<file path="src/rtl/encod_serial_8_3.sv">
// encod_serial_8_3: sequential 8-to-3 encoder.
// Accepts an 8-bit event vector and emits one 3-bit code per set bit
// (bits 0..6) over a valid/ready handshake. Each code is the one the
// downstream 3-to-8 decoder maps back to the same one-hot bit. Bit 7
// has no code and only raises a one-cycle err pulse.
module encod_serial_8_3 #(
    parameter bit PRIO_HIGH = 1'b0
) (
    input  logic       clk,
    input  logic       rst_n,
    input  logic       en,
    input  logic       in_valid,
    output logic       in_ready,
    input  logic [7:0] in,
    output logic       out_valid,
    input  logic       out_ready,
    output logic [2:0] out,
    output logic       out_last,
    output logic       err
);

    typedef enum logic {
        IDLE = 1'b0,
        EMIT = 1'b1
    } state_t;

    state_t     state;
    state_t     state_next;
    logic [6:0] pending;
    logic [2:0] sel_idx;
    logic [6:0] sel_mask;
    logic [6:0] remaining;
    logic       accept;
    logic       xfer;

    // Index of the bit to service next: lowest set bit, or highest when
    // PRIO_HIGH is set. Returns 0 for an empty vector; callers guard that.
    function automatic logic [2:0] pick_index(input logic [6:0] v);
        logic [2:0] idx;
        idx = 3'd0;
        if (PRIO_HIGH) begin
            for (int i = 0; i < 7; i++)
                if (v[i]) idx = 3'(i);
        end else begin
            for (int i = 6; i >= 0; i--)
                if (v[i]) idx = 3'(i);
        end
        return idx;
    endfunction

    // Code map matching the decoder; 110 is deliberately never produced.
    function automatic logic [2:0] code_of(input logic [2:0] idx);
        logic [2:0] c;
        case (idx)
            3'd0:    c = 3'b001;
            3'd1:    c = 3'b010;
            3'd2:    c = 3'b011;
            3'd3:    c = 3'b100;
            3'd4:    c = 3'b101;
            3'd5:    c = 3'b111;
            default: c = 3'b000;
        endcase
        return c;
    endfunction

    // Code to present for a vector, or 000 when nothing is left.
    function automatic logic [2:0] next_code(input logic [6:0] v);
        return (v != 7'd0) ? code_of(pick_index(v)) : 3'b000;
    endfunction

    // True when exactly one bit is set, i.e. the code shown is the last.
    function automatic logic single_bit(input logic [6:0] v);
        return (v != 7'd0) && ((v & (v - 7'd1)) == 7'd0);
    endfunction

    // Handshake decode and selection of the bit currently being emitted.
    always_comb begin
        in_ready  = en && (state == IDLE);
        out_valid = en && (state == EMIT);
        accept    = in_valid && in_ready;
        xfer      = out_valid && out_ready;
        sel_idx   = pick_index(pending);
        sel_mask  = 7'd1 << sel_idx;
        remaining = pending & ~sel_mask;
    end

    // Next-state logic: leave IDLE only for a vector with codes to emit,
    // return once the final code has been taken.
    always_comb begin
        state_next = state;
        case (state)
            IDLE: if (accept && (in[6:0] != 7'd0)) state_next = EMIT;
            EMIT: if (xfer && out_last) state_next = IDLE;
            default: state_next = IDLE;
        endcase
    end

    // State register.
    always_ff @(posedge clk or negedge rst_n) begin
        if (!rst_n) state <= IDLE;
        else        state <= state_next;
    end

    // Pending bits and registered code/last/err, updated on accept and on
    // each transfer so the outputs always describe the bit now selected.
    always_ff @(posedge clk or negedge rst_n) begin
        if (!rst_n) begin
            pending  <= 7'd0;
            out      <= 3'b000;
            out_last <= 1'b0;
            err      <= 1'b0;
        end else begin
            err <= accept && in[7];
            if (accept) begin
                pending  <= in[6:0];
                out      <= next_code(in[6:0]);
                out_last <= single_bit(in[6:0]);
            end else if (xfer) begin
                pending  <= remaining;
                out      <= next_code(remaining);
                out_last <= single_bit(remaining);
            end
        end
    end

endmodule

</file>
<file path="config.mk">
export PLATFORM = sky130hd
export DESIGN_NAME = encod_serial_8_3
export DESIGN_NICKNAME = d
export VERILOG_FILES = /design/src/rtl/encod_serial_8_3.sv
export SDC_FILE = /design/constraint.sdc
export NUM_CORES = 1
export LEC_CHECK = 0
export ABC_AREA = 1
export BUFFER_PORTS_ARGS = -buffer_cell sky130_fd_sc_hd__buf_2
export CAP_MARGIN = 25
export CORE_MARGIN = 5
export CORE_UTILIZATION = 58
export CTS_CLUSTER_DIAMETER = 60
export DETAILED_ROUTE_END_ITERATION = 12
export PLACE_DENSITY_LB_ADDON = 0.1
export SYNTH_ARGS = -nofsm -noshare
export SYNTH_HDL_FRONTEND = slang
export SYNTH_SLANG_ARGS = --single-unit
</file>
<file path="constraint.sdc">
create_clock -name clk -period 2.4 [get_ports clk]
set_input_delay 0.24 -clock clk [delete_from_list [all_inputs] [get_ports clk]]
set_output_delay 0.24 -clock clk [all_outputs]
set_load 0.005 [all_outputs]
</file>
* After elaboration in Yosys (flattened, before gate mapping)
Cells that the tools add are included.
** Storage, ports and cells
- Bits in registers :: 13
- Word-level logic and storage cells :: 76
- Output and inout bits :: 7
** Cells by class
- Bitwise logic cells :: 5
- Add/sub/neg operators :: 2
- Shift operators :: 1
- Reduce and logical (&&, ||, !) cells :: 16
- Multiplexer cells :: 37
- Eq/ne operators :: 10
** Operators by type and width (number)
- 2-to-1 mux 3 bit :: 28
- case mux 3 bit (6 select lines) :: 2
- bitwise AND 7 bit :: 3
- logical NOT 7 bit :: 2
- 2-to-1 mux 7 bit :: 2
- nonzero test 7 bit :: 2
- subtractor 7 x 1 -> 7 bit (second input constant) :: 2
- equality test 3 x 2 -> 1 bit (second input constant) :: 4
- equality test 3 bit (second input constant) :: 4
- logical AND 1 bit :: 9
- NOT 7 bit :: 1
- << shifter 1 x 3 -> 7 bit (first input constant) :: 1
- equality test 3 x 1 -> 1 bit (second input constant) :: 2
- logical NOT 3 bit :: 2
- 2-to-1 mux 1 bit :: 4
- case mux 1 bit (2 select lines) :: 1
- nonzero test 2 bit :: 1
- NOT 1 bit :: 1

* Depth between registers and ports, before layout
Gate-level depths: netlist of run 1.
- Word-level depth :: 24
- Mapped depth :: 16
- Depth with buffers taken out :: 16

* Least setup slack after synthesis of run 1
OpenSTA, ideal clock, no wires.
- Path type :: reg-to-reg
- From :: reg pending[3]
- To :: reg out[0]
- Buffers on the path :: 0
- Period minus slack after synthesis :: 1.524 ns
- Cell stages (with the launch flop) :: 14
- Setup slack :: 0.876 ns
- Data arrival time :: 1.407 ns
- Data required time :: 2.283 ns
- Cells stage by stage :: dfrtp_1 -> nor2_2 -> and3_2 -> nand3_2 -> nand2_2 -> nand3_2 -> nand2_1 -> inv_2 -> nor2_2 -> nor2_2 -> nand2_1 -> nand2_1 -> nand2_1 -> nand2_1
** Between the ends
- Cells in the longest elaborated chain, start to end :: 21
- Elaborated cells on any way between the ends :: 27
** RTL lines
- start: declaration :: line 29 : logic [6:0] pending;
- start signal: assignment :: line 115 : pending <= in[6:0];
- start signal: assignment :: line 119 : pending <= remaining;
- 2-to-1 mux 3 bit (4 in series) :: line 46 : if (v[i]) idx = 3'(i);
- << shifter 1 x 3 -> 7 bit :: line 83 : sel_mask = 7'd1 << sel_idx;
- NOT 7 bit :: line 84 : remaining = pending & ~sel_mask;
- bitwise AND 7 bit (*) :: line 84
- 2-to-1 mux 3 bit (7 in series) :: line 46
- 2-to-1 mux 3 bit :: line 118 : end else if (xfer) begin
- 2-to-1 mux 3 bit :: line 114 : if (accept) begin
- equality test 3 bit, or another cell as far along :: line 54 : case (idx)
- case mux 3 bit (6 select lines) :: line 54
- 2-to-1 mux 3 bit (*) :: line 68 : return (v != 7'd0) ? code_of(pick_index(v)) : 3'b000;
- 2-to-1 mux 3 bit (*) :: line 118
- 2-to-1 mux 3 bit (*) :: line 114
- end signal: assignment :: line 116 : out <= next_code(in[6:0]);
- end signal: assignment :: line 120 : out <= next_code(remaining);
- end: declaration :: line 17 : output logic [2:0] out,
Every way passes the cells marked *; elsewhere a longest branch is shown, timed or not. The select of a mux whose other input is x is not followed.
A chain may end at the register's enable or synchronous reset.

* Worst setup path after layout of run 1
- From :: reg pending[5]
- To :: reg out[0]
** Between the ends
- Cells in the longest elaborated chain, start to end :: 23
- Elaborated cells on any way between the ends :: 29
** RTL lines (line)
- 2-to-1 mux 3 bit (6 in series) :: 46
- << shifter 1 x 3 -> 7 bit :: 83
- NOT 7 bit :: 84
- bitwise AND 7 bit (*) :: 84
- 2-to-1 mux 3 bit (7 in series) :: 46
- 2-to-1 mux 3 bit :: 118
- 2-to-1 mux 3 bit :: 114
- equality test 3 bit, or another cell as far along :: 54
- case mux 3 bit (6 select lines) :: 54
- 2-to-1 mux 3 bit (*) :: 68
- 2-to-1 mux 3 bit (*) :: 118
- 2-to-1 mux 3 bit (*) :: 114
Marks and branches as above.

==> results of run 1 <==
[kinds of logic after synthesis]
logic type	count (synthesis)	share of synthesized area, %
compound gates	28	18.7
fa+ha+maj	1	0.991
buf+inv	24	9.05
flops	13	32.2
simple gates	82	39.0
[worst max-delay path by stage]
stage	startpoint	endpoint	slack, ps
4_1_cts	pending[5]	out[0]	690
2_1_floorplan	pending[3]	out[0]	880
5_1_grt	pending[4]	out[0]	500
6_report	pending[5]	out[0]	660
3_3_place_gp	pending[5]	out[0]	740
3_5_place_dp	pending[5]	out[0]	720
[registers in the layout, summed over array words and instances (netlist names)]
signal / count
pending: 7
state: 1
out: 3
err: 1
out_last: 1
[metal layers]
| layer | routed length [um] | share of wire (%) |
|---|---|---|
| met1 | 1110 | 45 |
| met2 | 1180 | 48 |
| met3 | 133 | 5.4 |
| met4 | 29 | 1.2 |
| met5 | 0 | 0 |
[through the flow]
step / cell area, sq um / power (uW) / setup WS, ps / hold slack [ps] / util (%)
floorplan: 1010 / 1130 / 876 / -55.6 / -
global placement: 1130 / 1320 / 736 / 144 / 66.7
detailed placement: 1130 / 1350 / 716 / 148 / 66.7
CTS: 1160 / 1490 / 688 / 164 / 68.8
global route: 1160 / 1640 / 502 / 190 / 68.8
finish: 1160 / 1500 / 664 / 168 / 68.8
[layout by cell type, fill, tap and decap left out, drive strengths merged]
cell,n
nand2,46
inv,23
buf,19
nor2,19
dfrtp,13
a21oi,13
nand3,10
o221ai,5
o21ai,5
nand4,4
clkbuf,4
o211ai,2
and3,1
clkinv,1
nor3,1
or2,1
o22ai,1
o21a,1
maj3,1
a2111oi,1
dlygate4sd3,1
[worst reg2reg max path, stage by stage (launching register included)]
cell,delay (ps)
dfrtp_1,440
nor2_1,210
nand2_1,80
nand2_1,80
nand4_2,110
nand2_1,150
nand2_2,100
clkinv_2,70
nand2_2,50
nor2_2,110
nor2_2,40
nand2_1,50
nand2_1,40
nand2_1,60
nand2_1,50
[layout make-up]
class                   instances  area, sq um
inverters                      24         91.3
fillers                       137          527
clock buffers                   4         26.3
repair buffers                 20          105
flip-flops and latches         13          325
multi-input cells             111          593
well taps                      17         21.3
[power by group]
group / total [uW] / internal (uW) / switching [uW]
Combinational: 957 / 353 / 605
Clock: 137 / 64.4 / 73.0
Sequential: 401 / 317 / 84.3
==> flow_metrics.py, run 1 <==
metrics = {
    "sta": {
        "finalClockSkew_ps": 3.26,
        "rsz0062_at_grt": "false",
        "tightest_slew_ps": 314,
        "finalSetupViolations": 0,
        "relSlewSlack_pct": 79.0,
        "fmax_mhz": 576,
        "post-route-period-util_pct": 72.3,
        "period_needed_ps": 1740,
        "final_hold_viol_count": 0,
        "drv_slew": 0,
        "tns_ps": 0,
    },
    "worst_setup_path": {
        "worst_setup_path_start_kind": "register",
        "cpLargestDelayFamily": "simple AND/OR/NAND/NOR gates",
        "critPathBufInv": 1,
        "max_stage_delay_ps": 440,
        "setup.worst_path.end_class": "register",
        "crit_top_cell": "nand2_1",
        "cp_cell_sequence": "nor2_1 -> nand2_1 -> nand2_1 -> nand4_2 -> nand2_1 -> nand2_2 -> clkinv_2 -> nand2_2 -> nor2_2 -> nor2_2 -> nand2_1 -> nand2_1 -> nand2_1 -> nand2_1",
        "crit_arrival_ps": 1900,
        "timing.rr.start": "pending[5]",
        "slowest_stage": "dfrtp_1",
        "ff2ff_path_depth": 14,
        "r2r_end": "out[0]",
        "critPathKind": "reg2reg",
        "required_ps": 2570,
        "reg2reg_slack_ps": 660,
        "crit_fanout": 5,
        "cp_num_cells": 14,
    },
    "synth": {
        "synthesis.area_sq_um": 1010,
        "synth_commonest_cells": "nand2_1 (39), inv_1 (18), nor2_1 (15)",
        "synth-seq-area-share_pct": 32.2,
        "synthMostInstantiatedCell": "nand2_1",
        "synth_fp_nets": 161,
        "synth_warnings": 0,
        "synthTopCellsByArea": "dfrtp_1 (32%), nand2_1 (14%), inv_1 (6.7%), nor2_1 (5.6%), a21oi_1 (5.5%)",
        "yosysTopAreaCell": "dfrtp_1",
        "synth_seq_cells": 13,
        "synth_edf_count": 0,
        "yosys.area.top_type_share_pct": 32.2,
        "syn_avg_cell_area_sq_um": 6.82,
        "synthCells": 148,
        "synth-main-ff-cell": "dfrtp_1",
        "yosysUniqueCellTypes": 27,
        "async_reset_ff_share_pct": 100,
    },
    "placed_design": {
        "dp.cells": 184,
        "place.gp.congestion": 0.911,
        "io_buffers": 19,
        "hpwlAfterDp_mm": 1.96,
    },
    "finish": {
        "synthToLayoutAreaGrowth_pct": 15.1,
        "fin_nets": 186,
        "antenna_cells": 0,
        "drive_gt1_share_pct": 28.5,
        "stdcell_count": 189,
    },
    "power": {
        "power_density_nw_per_um2": 1290,
        "p_leak_uw": 0.000592,
        "ir_drop_mv": 0.723,
    },
    "clock_network": {
        "htreeDepth": 1,
        "clk_pin_slew_ps": 80,
        "cts_root_buffer": "clkbuf_4",
        "cts_max_path_buffers": 2,
        "cts_setup_buffers": 0,
        "cts_buffers": 3,
        "cts_tree": "done",
        "insertion_delay_ps": 270,
        "ctsResizeCount": 0,
        "ctsHoldBuffers": 1,
        "clock_sinks": 13,
    },
    "detailed_routing": {
        "route.detailed.drc": 0,
        "routed_wl_mm": 2.45,
        "drt_pre_antenna_iters": 4,
        "drtAntennaViolNets": 0,
        "drt_iter0_drc": 45,
        "wl_per_cell_um": 13.0,
        "vias": 1070,
        "vias_per_cell": 5.66,
    },
    "global_route": {
        "grt_pass1_wl_mm": 4.13,
        "grt_max_degree": 14,
        "grtUsageMet2_pct": 35.8,
        "use_met1_pct": 24.3,
        "grt-busiest-layer": "met2",
        "grt_overflow": 0,
        "antenna_found_initial": 0,
        "grt_pass1_vias": 1006,
        "grtUsageTotal_pct": 20.8,
        "use_met3_pct": 4.58,
    },
    "min_path": {
        "hp-class": "in2reg",
        "whs_path_depth": 3,
        "whs_endpoint": "err",
        "hold_start": "in[7]",
    },
    "run_status": {
        "status": "completed",
    },
    "job": {
        "maxCapViolations": 0,
    },
    "die": {
        "dieHeight_um": 51.7,
        "coreArea_sq_um": 1690,
        "placementRows": 15,
        "die_area_sq_um": 2680,
        "start_util_pct": 59.8,
        "die_w_um": 51.7,
        "io_pins": 20,
    },
}
Power figures use the tool's default switching activity.
==> run 2, diff against run 1 <==
--- a/config.mk
+++ b/config.mk
@@ -9,7 +9,7 @@
 export BUFFER_PORTS_ARGS = -buffer_cell sky130_fd_sc_hd__buf_2
 export CAP_MARGIN = 25
 export CORE_MARGIN = 5
-export CORE_UTILIZATION = 58
+export CORE_UTILIZATION = 53
 export CTS_CLUSTER_DIAMETER = 60
 export DETAILED_ROUTE_END_ITERATION = 12
 export PLACE_DENSITY_LB_ADDON = 0.1
==> constraint.sdc (replaced) <==
create_clock -name clk -period 1.6 [get_ports clk]
set_input_delay 0.16 -clock clk [delete_from_list [all_inputs] [get_ports clk]]
set_output_delay 0.16 -clock clk [all_outputs]
set_load 0.005 [all_outputs]
==> flow_metrics.py, run 2 (synthesized netlist as in run 1, its figures left out) <==
metrics = {
    "power": {
        "ir_drop_mv": 1.44,
        "p_leak_uw": 0.000662,
        "power_density_nw_per_um2": 2030,
    },
    "run_status": {
        "status": "complete, but fails checks",
        "violations": "negative setup slack",
    },
    "worst_setup_path": {
        "worst_setup_path_start_kind": "register",
        "crit_arrival_ps": 1890,
        "setup.worst_path.end_class": "register",
        "required_ps": 1820,
        "crit_fanout": 5,
        "critPathKind": "reg2reg",
        "crit_start": "pending[4]",
        "timing.rr.start": "pending[4]",
    },
    "detailed_routing": {
        "drt_iter0_drc": 32,
        "drt_pre_antenna_iters": 4,
        "wl_per_cell_um": 13.4,
        "routed_wl_mm": 2.81,
        "route.detailed.drc": 0,
        "drtAntennaViolNets": 0,
        "vias": 1123,
        "vias_per_cell": 5.37,
    },
    "global_route": {
        "grtUsageTotal_pct": 24.3,
        "grt_max_degree": 14,
        "grt-busiest-layer": "met2",
        "grtUsageMet2_pct": 40.2,
        "antenna_found_initial": 0,
        "grt_pass1_wl_mm": 4.91,
        "grt_overflow": 0,
        "use_met1_pct": 31.3,
        "use_met3_pct": 3.32,
        "grt_pass1_vias": 1061,
    },
    "finish": {
        "top_register": "pending",
        "fin_nets": 198,
        "synthToLayoutAreaGrowth_pct": 33.0,
        "final_cell_mix": "nand2_1 (32), buf_2 (19), inv_1 (16), nor2_1 (14)",
        "largest_reg_flops": 7,
        "antenna_cells": 0,
        "fillCellCount": 152,
        "drive_gt1_share_pct": 40.8,
        "top_regs": "pending (7), out (3)",
        "layout.cells.most_common": "nand2_1",
    },
    "clock_network": {
        "insertion_delay_ps": 290,
        "cts_root_buffer": "clkbuf_4",
        "clk_pin_slew_ps": 100,
        "cts_buffers": 3,
        "cts_tree": "done",
        "cts_max_path_buffers": 2,
        "clock_sinks": 13,
        "htreeDepth": 1,
    },
    "sta": {
        "post-route-period-util_pct": 105,
        "finalClockSkew_ps": 12.0,
        "relSlewSlack_pct": 78.6,
        "drv_slew": 0,
        "tns_ps": -209,
        "rsz0062_at_grt": "true",
        "fmax_mhz": 596,
        "final_hold_viol_count": 0,
        "period_needed_ps": 1680,
        "fin_ws_ps": -78.2,
        "finalSetupViolations": 4,
        "tightest_slew_ps": 321,
    },
    "placed_design": {
        "io_buffers": 19,
        "hpwlAfterDp_mm": 2.09,
        "place.gp.congestion": 0.855,
        "post-place-ws_ps": -27.8,
    },
    "die": {
        "placementRows": 15,
        "coreArea_sq_um": 1760,
        "start_util_pct": 57.2,
        "dieHeight_um": 53.6,
        "die_w_um": 53.6,
        "io_pins": 20,
        "die_area_sq_um": 2880,
    },
    "min_path": {
        "hp-class": "in2reg",
        "hold_start": "in[7]",
    },
    "job": {
        "maxCapViolations": 0,
    },
}
==> run 2: cell count changes in the layout (fill, tap and decap cells not counted), sizes merged <==
cell / change
buf: +12
==> run 2: power breakdown <==
| group | internal [uW] | total [uW] | switching (uW) |
|---|---|---|---|
| Sequential | 477 | 612 | 134 |
| Clock | 96.9 | 220 | 123 |
| Combinational | 773 | 1890 | 1120 |
==> run 2: path summary, 6_finish.rpt <==
| path | endpoint | slack (ps) | cells past startpoint |
|---|---|---|---|
| max | out[2] | -80 | 12 |
| min | err | 90 | 3 |
| max reg2reg | out[2] | -80 | 12 |
| min reg2reg | out[0] | 490 | 2 |
| max in group asynchronous | pending[2] | 1060 | 2 |
| min in group asynchronous | pending[2] | 280 | 2 |
==> run 2: area by class of cell <==
| cell class | count | area [sq um] | share of cell area (%) |
|---|---|---|---|
| Inverter | 24 | 91.3 | 6.80 |
| Tap cell | 25 | 31.3 | 2.33 |
| Timing Repair Buffer | 32 | 195 | 14.5 |
| Sequential cell | 13 | 327 | 24.3 |
| Clock buffer | 4 | 26.3 | 1.96 |
| Multi-Input combinational cell | 111 | 672 | 50.0 |
==> run 2: through the flow <==
stage | cells | hold WS [ps] | utilization (%) | area [sq um] | total power (uW)
floorplan | 148 | -136 | - | 1010 | 1700
global placement | 201 | 62.5 | 68.2 | 1200 | 2110
detailed placement | 201 | 68.6 | 68.2 | 1200 | 2140
CTS | 207 | 82.5 | 72.8 | 1280 | 2510
global route | 209 | 92.2 | 76.1 | 1340 | 2970
finish | 209 | 86.5 | 76.1 | 1340 | 2720
==> run 2: critical path: stages, from the launching register on <==
cell and delay [ps]:
dfrtp_1 430, inv_2 60, nand2_2 90, nand2_2 60, nand2_2 60, nand4_1 150
nand2_4 180, nand3_4 80, nand2_2 80, nand4_1 120, nand2_1 100, nand2_1 60
a21oi_2 130
==> run 2: what timing repair did <==
item | in CTS | in global routing
endpoints found under the hold margin | 13 | 0
setup buffers | 1 | 2
hold buffers | 1 | 0
gates resized for setup | 12 | 10
pin swaps | 6 | 9
setup endpoints to repair | 2 | 4
==> run 2: per-layer routing <==
metal,up-vias,routed length (um)
li1,565,-
met3,7,178
met1,502,1210
met5,-,0
met2,49,1370
met4,0,46
==> run 3, diff against run 2 <==
--- a/config.mk
+++ b/config.mk
@@ -12,7 +12,7 @@
 export CORE_UTILIZATION = 53
 export CTS_CLUSTER_DIAMETER = 60
 export DETAILED_ROUTE_END_ITERATION = 12
-export PLACE_DENSITY_LB_ADDON = 0.1
+export PLACE_DENSITY = 0.74
 export SYNTH_ARGS = -nofsm -noshare
 export SYNTH_HDL_FRONTEND = slang
 export SYNTH_SLANG_ARGS = --single-unit
==> flow_metrics.py, run 3 (synthesized netlist as in run 1, its figures left out) <==
metrics = {
    "finish": {
        "antenna_cells": 0,
        "layout.cells.most_common": "nand2_1",
        "fin_nets": 201,
        "largest_reg_flops": 7,
        "final_util_pct": 75.6,
        "final_cell_mix": "nand2_1 (33), buf_2 (19), inv_1 (16), buf_4 (15), nor2_1 (14)",
        "top_regs": "pending (7), out (3)",
        "top_register": "pending",
        "synthToLayoutAreaGrowth_pct": 32.1,
        "drive_gt1_share_pct": 40.6,
    },
    "clock_network": {
        "cts_tree": "done",
        "htreeDepth": 1,
        "cts_max_path_buffers": 2,
        "clock_sinks": 13,
        "clk_pin_slew_ps": 90,
        "insertion_delay_ps": 280,
        "cts_root_buffer": "clkbuf_4",
        "cts_buffers": 3,
    },
    "global_route": {
        "grtUsageTotal_pct": 22.4,
        "antenna_found_initial": 0,
        "use_met3_pct": 4.16,
        "use_met1_pct": 31.0,
        "grt_pass1_wl_mm": 4.64,
        "grt_overflow": 0,
        "grtUsageMet2_pct": 34.9,
        "grt_max_degree": 14,
        "grt-busiest-layer": "met2",
        "grt_pass1_vias": 1019,
    },
    "die": {
        "die_area_sq_um": 2880,
        "coreArea_sq_um": 1760,
        "io_pins": 20,
        "start_util_pct": 57.2,
        "die_w_um": 53.6,
        "placementRows": 15,
        "dieHeight_um": 53.6,
    },
    "worst_setup_path": {
        "r2r_end": "out[0]",
        "crit_top_cell": "nand2_1",
        "max_stage_delay_ps": 430,
        "cp_cell_sequence": "nor2_4 -> and3_4 -> nand3_4 -> nand2_4 -> nand3_2 -> nand2_2 -> inv_2 -> nor2_2 -> nor2_2 -> nand2_1 -> nand2_1 -> nand2_1 -> nand2_1",
        "slowest_stage": "dfrtp_1",
        "required_ps": 1780,
        "critPathKind": "reg2reg",
        "worst_setup_path_start_kind": "register",
        "crit_arrival_ps": 1790,
        "ff2ff_path_depth": 13,
        "crit_fanout": 4,
        "reg2reg_slack_ps": -10,
        "setup.worst_path.end_class": "register",
        "critPathBufInv": 1,
        "cpLargestDelayFamily": "simple AND/OR/NAND/NOR gates",
        "timing.rr.start": "pending[2]",
    },
    "detailed_routing": {
        "wl_per_cell_um": 13.1,
        "route.detailed.drc": 0,
        "drtAntennaViolNets": 0,
        "routed_wl_mm": 2.77,
        "drt_iter0_drc": 24,
        "drt_pre_antenna_iters": 4,
        "vias": 1119,
        "vias_per_cell": 5.28,
    },
    "run_status": {
        "violations": "negative setup slack",
        "status": "complete, but fails checks",
    },
    "min_path": {
        "hold_start": "in[7]",
        "whs_path_depth": 3,
        "whs_endpoint": "err",
        "hp-class": "in2reg",
    },
    "sta": {
        "relSlewSlack_pct": 79.1,
        "fin_ws_ps": -10.4,
        "post-route-period-util_pct": 101,
        "fmax_mhz": 621,
        "finalClockSkew_ps": 5.73,
        "drv_slew": 0,
        "final_hold_viol_count": 0,
        "hold_slack_ps": 84.6,
        "period_needed_ps": 1610,
        "rsz0062_at_grt": "true",
        "finalSetupViolations": 1,
        "tightest_slew_ps": 313,
    },
    "placed_design": {
        "io_buffers": 19,
        "hpwlAfterDp_mm": 2.09,
        "place.gp.congestion": 0.991,
    },
    "power": {
        "power_density_nw_per_um2": 1990,
        "p_leak_uw": 0.000670,
        "ir_drop_mv": 1.38,
        "power_uw": 2660,
    },
    "job": {
        "maxCapViolations": 0,
    },
}
[run 3: changes by cell type in the layout (fill, tap and decap cells not counted), sizes merged]
cell  change
buf       +3
[run 3: worst max-delay path by stage]
stage | end | startpoint | cells past startpoint | slack [ps]
after CTS | out[0] | pending[4] | 14 | 2
after detailed placement | out[0] | pending[3] | 13 | -30
after floorplan | out[0] | pending[3] | 13 | 80
after global placement | out[0] | pending[4] | 15 | 20
after global routing | out[1] | pending[2] | 12 | -170
final | out[0] | pending[2] | 13 | -10
[run 3: per-layer routing]
| layer | part of all wire, % | vias up |
|---|---|---|
| met5 | 0 | - |
| met4 | 1.3 | 0 |
| met3 | 3.3 | 4 |
| met2 | 47 | 23 |
| met1 | 48 | 525 |
| li1 | - | 567 |
[run 3: report_power, final]
group | switching, uW | leakage [uW] | internal [uW]
clock | 113 | 0.0000150 | 96.7
sequential | 135 | 0.000161 | 475
combinational | 1060 | 0.000494 | 780
[run 3: cell type report]
type / count / area, sq um
clock buffer: 4 / 26.3
inverter: 24 / 91.3
fill: 166 / 430
multi-input combinational: 111 / 642
sequential: 13 / 325
timing repair buffer: 35 / 218
tap: 25 / 31.3
[run 3: through the flow]
| step | instance area, sq um | setup TNS (ps) | worst slack, ps | cells |
|---|---|---|---|---|
| 2_1_floorplan | 1010 | 0 | 76.4 | 148 |
| 3_3_place_gp | 1210 | 0 | 22.6 | 202 |
| 3_5_place_dp | 1210 | -30.6 | -30.6 | 202 |
| 4_1_cts | 1290 | 0 | 2.30 | 210 |
| 5_1_grt | 1330 | -539 | -166 | 212 |
| 6_report | 1330 | -10.4 | -10.4 | 212 |
[run 3: what timing repair did]
item	in CTS	in global routing
hold buffers	1	0
pin swaps	6	7
endpoints found under the setup margin	1	4
endpoints found under the hold margin	13	0
cloned	0	0
resized for setup	8	8
buffers inserted	3	2
[run 3: worst min-delay path: cells and delay by family]
kind / cells / cell delay (ps)
simple gates: 1 / 40
buf+inv: 2 / 130
